File: config.mk
export PLATFORM = sky130hd
export DESIGN_NAME = mips_avalon_arbiter
export DESIGN_NICKNAME = d
export VERILOG_FILES = /design/src/rtl/mips_avalon_arbiter.sv
export SDC_FILE = /design/constraint.sdc
export NUM_CORES = 1
export LEC_CHECK = 0
export ABC_AREA = 0
export BUFFER_PORTS_ARGS = -buffer_cell sky130_fd_sc_hd__buf_2
export CAP_MARGIN = 40
export CORE_AREA = 3 3 106 108
export DETAILED_ROUTE_END_ITERATION = 10
export DIE_AREA = 0 0 109 111
export PLACE_DENSITY = 0.58
export SYNTH_ARGS = -nofsm -noshare
export SYNTH_HDL_FRONTEND = slang
export SYNTH_SLANG_ARGS = --single-unit
File: constraint.sdc
create_clock -name clk -period 1.52 [get_ports clk]
set_clock_uncertainty 0.2 [all_clocks]
set_input_delay 0.304 -clock clk [delete_from_list [all_inputs] [get_ports clk]]
set_output_delay 0.304 -clock clk [all_outputs]
set_load 0.02 [all_outputs]
File: src/rtl/mips_avalon_arbiter.sv
// mips_avalon_arbiter: shares one Avalon memory master between the CPU
// instruction-fetch port (read-only) and the data port (read/write).
// Round-robin between the two ports when both request; one IDLE bubble
// separates consecutive transactions.
// Optional feature macro: ARB_TIMEOUT_EN (sticky stall-timeout flag).
module mips_avalon_arbiter #(
    parameter int TIMEOUT_CYCLES = 1000
) (
    input  logic        clk,
    input  logic        rst,
    input  logic [31:0] i_address,
    input  logic        i_read,
    output logic        i_waitrequest,
    output logic [31:0] i_readdata,
    input  logic [31:0] d_address,
    input  logic        d_read,
    input  logic        d_write,
    input  logic [31:0] d_writedata,
    input  logic [3:0]  d_byteenable,
    output logic        d_waitrequest,
    output logic [31:0] d_readdata,
    output logic [31:0] mem_address,
    output logic        mem_read,
    output logic        mem_write,
    output logic [31:0] mem_writedata,
    output logic [3:0]  mem_byteenable,
    input  logic        mem_waitrequest,
    input  logic [31:0] mem_readdata,
    output logic        timeout
);

    typedef enum logic [1:0] {IDLE, GNT_I, GNT_D} state_t;

    localparam logic RR_I = 1'b0;
    localparam logic RR_D = 1'b1;

    state_t state, state_nx;
    logic   rr_last;    // port that completed most recently
    logic   pend_i, pend_d;
    logic   done_i, done_d;

    assign pend_i = i_read;
    assign pend_d = d_read | d_write;

    // State register and round-robin pointer; pointer moves on completion
    always_ff @(posedge clk) begin
        if (rst) begin
            state   <= IDLE;
            rr_last <= RR_I;
        end else begin
            state <= state_nx;
            if (done_i) rr_last <= RR_I;
            if (done_d) rr_last <= RR_D;
        end
    end

    // Next-state selection and memory-bus drive for the granted port
    always_comb begin
        state_nx       = state;
        mem_address    = '0;
        mem_read       = 1'b0;
        mem_write      = 1'b0;
        mem_writedata  = '0;
        mem_byteenable = '0;
        done_i         = 1'b0;
        done_d         = 1'b0;
        case (state)
            IDLE: begin
                if (pend_i && pend_d)
                    state_nx = (rr_last == RR_I) ? GNT_D : GNT_I;
                else if (pend_i)
                    state_nx = GNT_I;
                else if (pend_d)
                    state_nx = GNT_D;
            end
            GNT_I: begin
                mem_address    = i_address;
                mem_read       = 1'b1;
                mem_byteenable = 4'b1111;
                if (!mem_waitrequest) begin
                    done_i   = 1'b1;
                    state_nx = IDLE;
                end
            end
            GNT_D: begin
                mem_address    = d_address;
                // read+write together is illegal; the write wins
                mem_read       = d_read & ~d_write;
                mem_write      = d_write;
                mem_writedata  = d_writedata;
                mem_byteenable = d_byteenable;
                if (!mem_waitrequest) begin
                    done_d   = 1'b1;
                    state_nx = IDLE;
                end
            end
            default: state_nx = IDLE;
        endcase
    end

    // A requester stalls until the cycle its own transaction completes
    assign i_waitrequest = pend_i & ~done_i;
    assign d_waitrequest = pend_d & ~done_d;
    assign i_readdata    = done_i ? mem_readdata : 32'h0;
    assign d_readdata    = done_d ? mem_readdata : 32'h0;

`ifdef ARB_TIMEOUT_EN
    logic [31:0] stall_cnt;
    logic        timeout_q;

    // Count stalled granted cycles; flag is sticky until reset
    always_ff @(posedge clk) begin
        if (rst) begin
            stall_cnt <= '0;
            timeout_q <= 1'b0;
        end else if (state == IDLE && state_nx != IDLE) begin
            stall_cnt <= '0;
        end else if (state != IDLE && mem_waitrequest) begin
            if (stall_cnt != '1) stall_cnt <= stall_cnt + 32'd1;
            if (stall_cnt + 32'd1 >= 32'(TIMEOUT_CYCLES)) timeout_q <= 1'b1;
        end
    end

    assign timeout = timeout_q;
`else
    // Feature disabled: the flag is constant 0 (comparison is constant-false
    // for any legal TIMEOUT_CYCLES, keeping the parameter referenced).
    assign timeout = (TIMEOUT_CYCLES < 0);
`endif

endmodule

==> reports/metrics.csv <==
metric,value,unit
worst-endpoint-required,1020,ps
cts_hold_buf,0,
crit_path_max_fanout,34,
crit_buf_inv,3,
hold_viol_final,0,
detail_route.vias_per_cell,4.15,
outcome,"complete, but fails checks",
path_depth,6,
maxCapViolCount,0,
chip_width,109,um
setup.reg_to_reg.worst_slack,0,ps
hold_end,state[1],
i_o_pins,275,
setup_viol,137,
rows,37,
drive_gt1_share,94.8,%
groute.layer.met3.usage,3.03,%
worstSetupStartpoint,state[0],
rsz0062_at_grt,yes,
share_of_power_burned_in_registers,4.6,%
synth-seq-cells,3,
first_global_vias,2557,
worstSetupEndpointType,output pin,
tritoncts.num_buffers,3,
synth_fp_nets,363,
grt_max_degree,39,
top_delay_family_on_crit_path,buffers and inverters,
combPwrFrac,84.9,%
antenna_cells,0,
grt_antenna_before_repair,0,
globalRouteOverflowTotal,0,
final_design_area_no_fill,0.00445,sq mm
areaGrowthSynthToFinish,204,%
synth.cell_area,0.00146,sq mm
worstHoldPathType,in2reg,
slew_viol_final,0,
pwr_density,492,mW/mm^2
failing_checks,setup timing,
initialDrtViolationCount,55,
regToRegEndpoint,state[1],
hold-path-cell-count,2,
core_area,0.0103,sq mm
p_int,0.00126,W
crit_type,reg2out,
yosys_warnings,0,
ys_seq_area_share,4.11,%
worst_slack,-511,ps
wl,9.98,mm
yosys.cell_types.count,24,
die_area,0.0121,sq mm
netlist.top_cell.by_area,sky130_fd_sc_hd__and2_1,
tritoncts_clock_tree,yes,
detail_route.drc_violations,0,
drtPass1Iterations,4,
grt_busiest_layer,met2,
path_clk_slew,30,ps
synth_area_leaders,"sky130_fd_sc_hd__and2_1 42%, sky130_fd_sc_hd__a22oi_1 16%, sky130_fd_sc_hd__nor2b_1 15%",
power.switching,0.000928,W
nFillCells,981,
leakage_power_summed_over_all_cells,2.23,nW
ctsHtreeMaxLevel,1,
crit_path_launch_type,register,
vias,2650,
clock_power_share,10.5,%
cp.arrival,1530,ps
swShare,42.4,%
finish.net_count,646,
fmaxAchievable,0.492,GHz
clock_tree.root_cell,sky130_fd_sc_hd__clkbuf_8,
die_h,111,um
wire_length_of_the_first_global_routing_pass,12.4,mm
placed_cells,622,
regToRegStartpoint,state[0],
cts-root-to-sink-buffers,2,
finalPower,0.00219,W
grtUsageMet1,12.3,%
grt_use_total,12.7,%
irDropWorstVdd,0.000167,V
synth_top_cell_area_share,42.3,%
gpl.final_weighted_congestion,0.747,
worst_r2r_path_depth,6,
synthesis.instances,221,
worst_path_max_delay_cell,sky130_fd_sc_hd__dfxtp_2,
crit_chain,inv_2 -> ha_2 -> nor2b_4 -> buf_12 -> and2_2 -> buf_4,
grt_use_met2,26.0,%
route.detailed.wl_per_inst,15.6,um
dp.final_hpwl,7.21,mm
worst_skew_pair.late_latency,210,ps
hold_ws,79.0,ps
drt.antenna.violating_nets,0,
critical_path.max_stage_delay,370,ps
fin_util,43.1,%
final_critical_delay_including_setup_and_external_delays,2030,ps
fin_cells,639,
synthesis.area_per_instance,6.62,sq um
initial_core_utilization,14.2,%
final_worst_path_cycle_share,134,%
cts_sinks,3,
placedInstanceArea,0.00363,sq mm
hold_path.startpoint,rst,
portBuffers,273,
[power by group through the flow]
stage / clock [W] / combinational (W) / sequential [W]
after global placement: 0 / 0.00158 / 0.0000975
after global routing: 0.000240 / 0.00198 / 0.000102
final: 0.000229 / 0.00186 / 0.000101
after floorplan: 0 / 0.00111 / 0.0000965
after detailed placement: 0 / 0.00159 / 0.0000979
after CTS: 0.000235 / 0.00168 / 0.0000972
[state kept, by name, summed over array words and instances (netlist names)]
signal,flops
rr_last,1
state,2
[logic make-up after synthesis]
group / count (synthesis) / share of synthesized area (%)
other cells: 1 / 0.256
compound gates: 43 / 20.6
simple gates: 146 / 63.4
flops: 3 / 4.11
buf+inv: 24 / 8.21
fa+ha+maj: 4 / 3.42
[metal layers]
layer | vias up | share of wire (%)
met4 | 0 | 0.43
met1 | 1195 | 33
li1 | 1288 | -
met5 | - | 0
met2 | 163 | 56
met3 | 4 | 11
[through the flow]
step | worst slack (ps) | setup TNS (ps)
3_5_place_dp | -279 | -32800
5_1_grt | -573 | -72360
3_3_place_gp | -254 | -30370
6_report | -511 | -63970
2_1_floorplan | -117 | -8660
4_1_cts | -498 | -62510
[worst max-delay path by stage]
stage	endpoint	slack [ps]
after CTS	i_waitrequest	-500
after global placement	mem_address[12]	-250
after floorplan	mem_byteenable[0]	-120
final	d_readdata[17]	-510
after global routing	mem_address[10]	-570
after detailed placement	mem_address[10]	-280
[synthesized netlist by cell type]
master                      instances
sky130_fd_sc_hd__inv_1              2
sky130_fd_sc_hd__buf_2              8
sky130_fd_sc_hd__nor2_1             3
sky130_fd_sc_hd__o21a_1             1
sky130_fd_sc_hd__o2111ai_1          1
sky130_fd_sc_hd__buf_4              4
sky130_fd_sc_hd__nor2b_4            1
sky130_fd_sc_hd__nand2b_1           1
sky130_fd_sc_hd__dfxtp_1            3
sky130_fd_sc_hd__clkbuf_2           4
sky130_fd_sc_hd__a22oi_1           32
sky130_fd_sc_hd__clkbuf_1           6
sky130_fd_sc_hd__conb_1             1
sky130_fd_sc_hd__nor2b_2            1
sky130_fd_sc_hd__o21ai_1            2
sky130_fd_sc_hd__ha_1               4
sky130_fd_sc_hd__and2_1            99
sky130_fd_sc_hd__nor4b_2            1
sky130_fd_sc_hd__and3b_1            1
sky130_fd_sc_hd__nand4b_1           1
sky130_fd_sc_hd__a21oi_1            7
sky130_fd_sc_hd__nor2b_1           34
sky130_fd_sc_hd__and2b_1            2
sky130_fd_sc_hd__nand2_1            2
[cell usage in the layout, fill, tap and decap left out, drive strengths merged, types with 3 or more instances in the layout]
master / Yosys / final
a21oi: 7 / 7
buf: 12 / 292
dfxtp: 3 / 3
and2: 99 / 99
nor2: 3 / 3
ha: 4 / 4
nor2b: 36 / 36
a22oi: 32 / 32
clkbuf: 10 / 12
[cell type report]
cell class,count,area (sq um),area share [%]
timing repair buffer,300,2220,50.0
multi-input combinational,194,1940,43.5
tap,136,170,3.82
sequential,3,65.1,1.46
clock buffer,4,45.0,1.01
inverter,2,10.0,0.225
[timing repair]
action                                  CTS  global route
buffers inserted                          0             2
endpoints found under the hold margin     0             0
pin swaps                                 1            46
endpoints found under the setup margin  138           139
gates resized for setup                  67           105
gates cloned                              0            11
No activity file was read; power rests on OpenSTA's default activity.
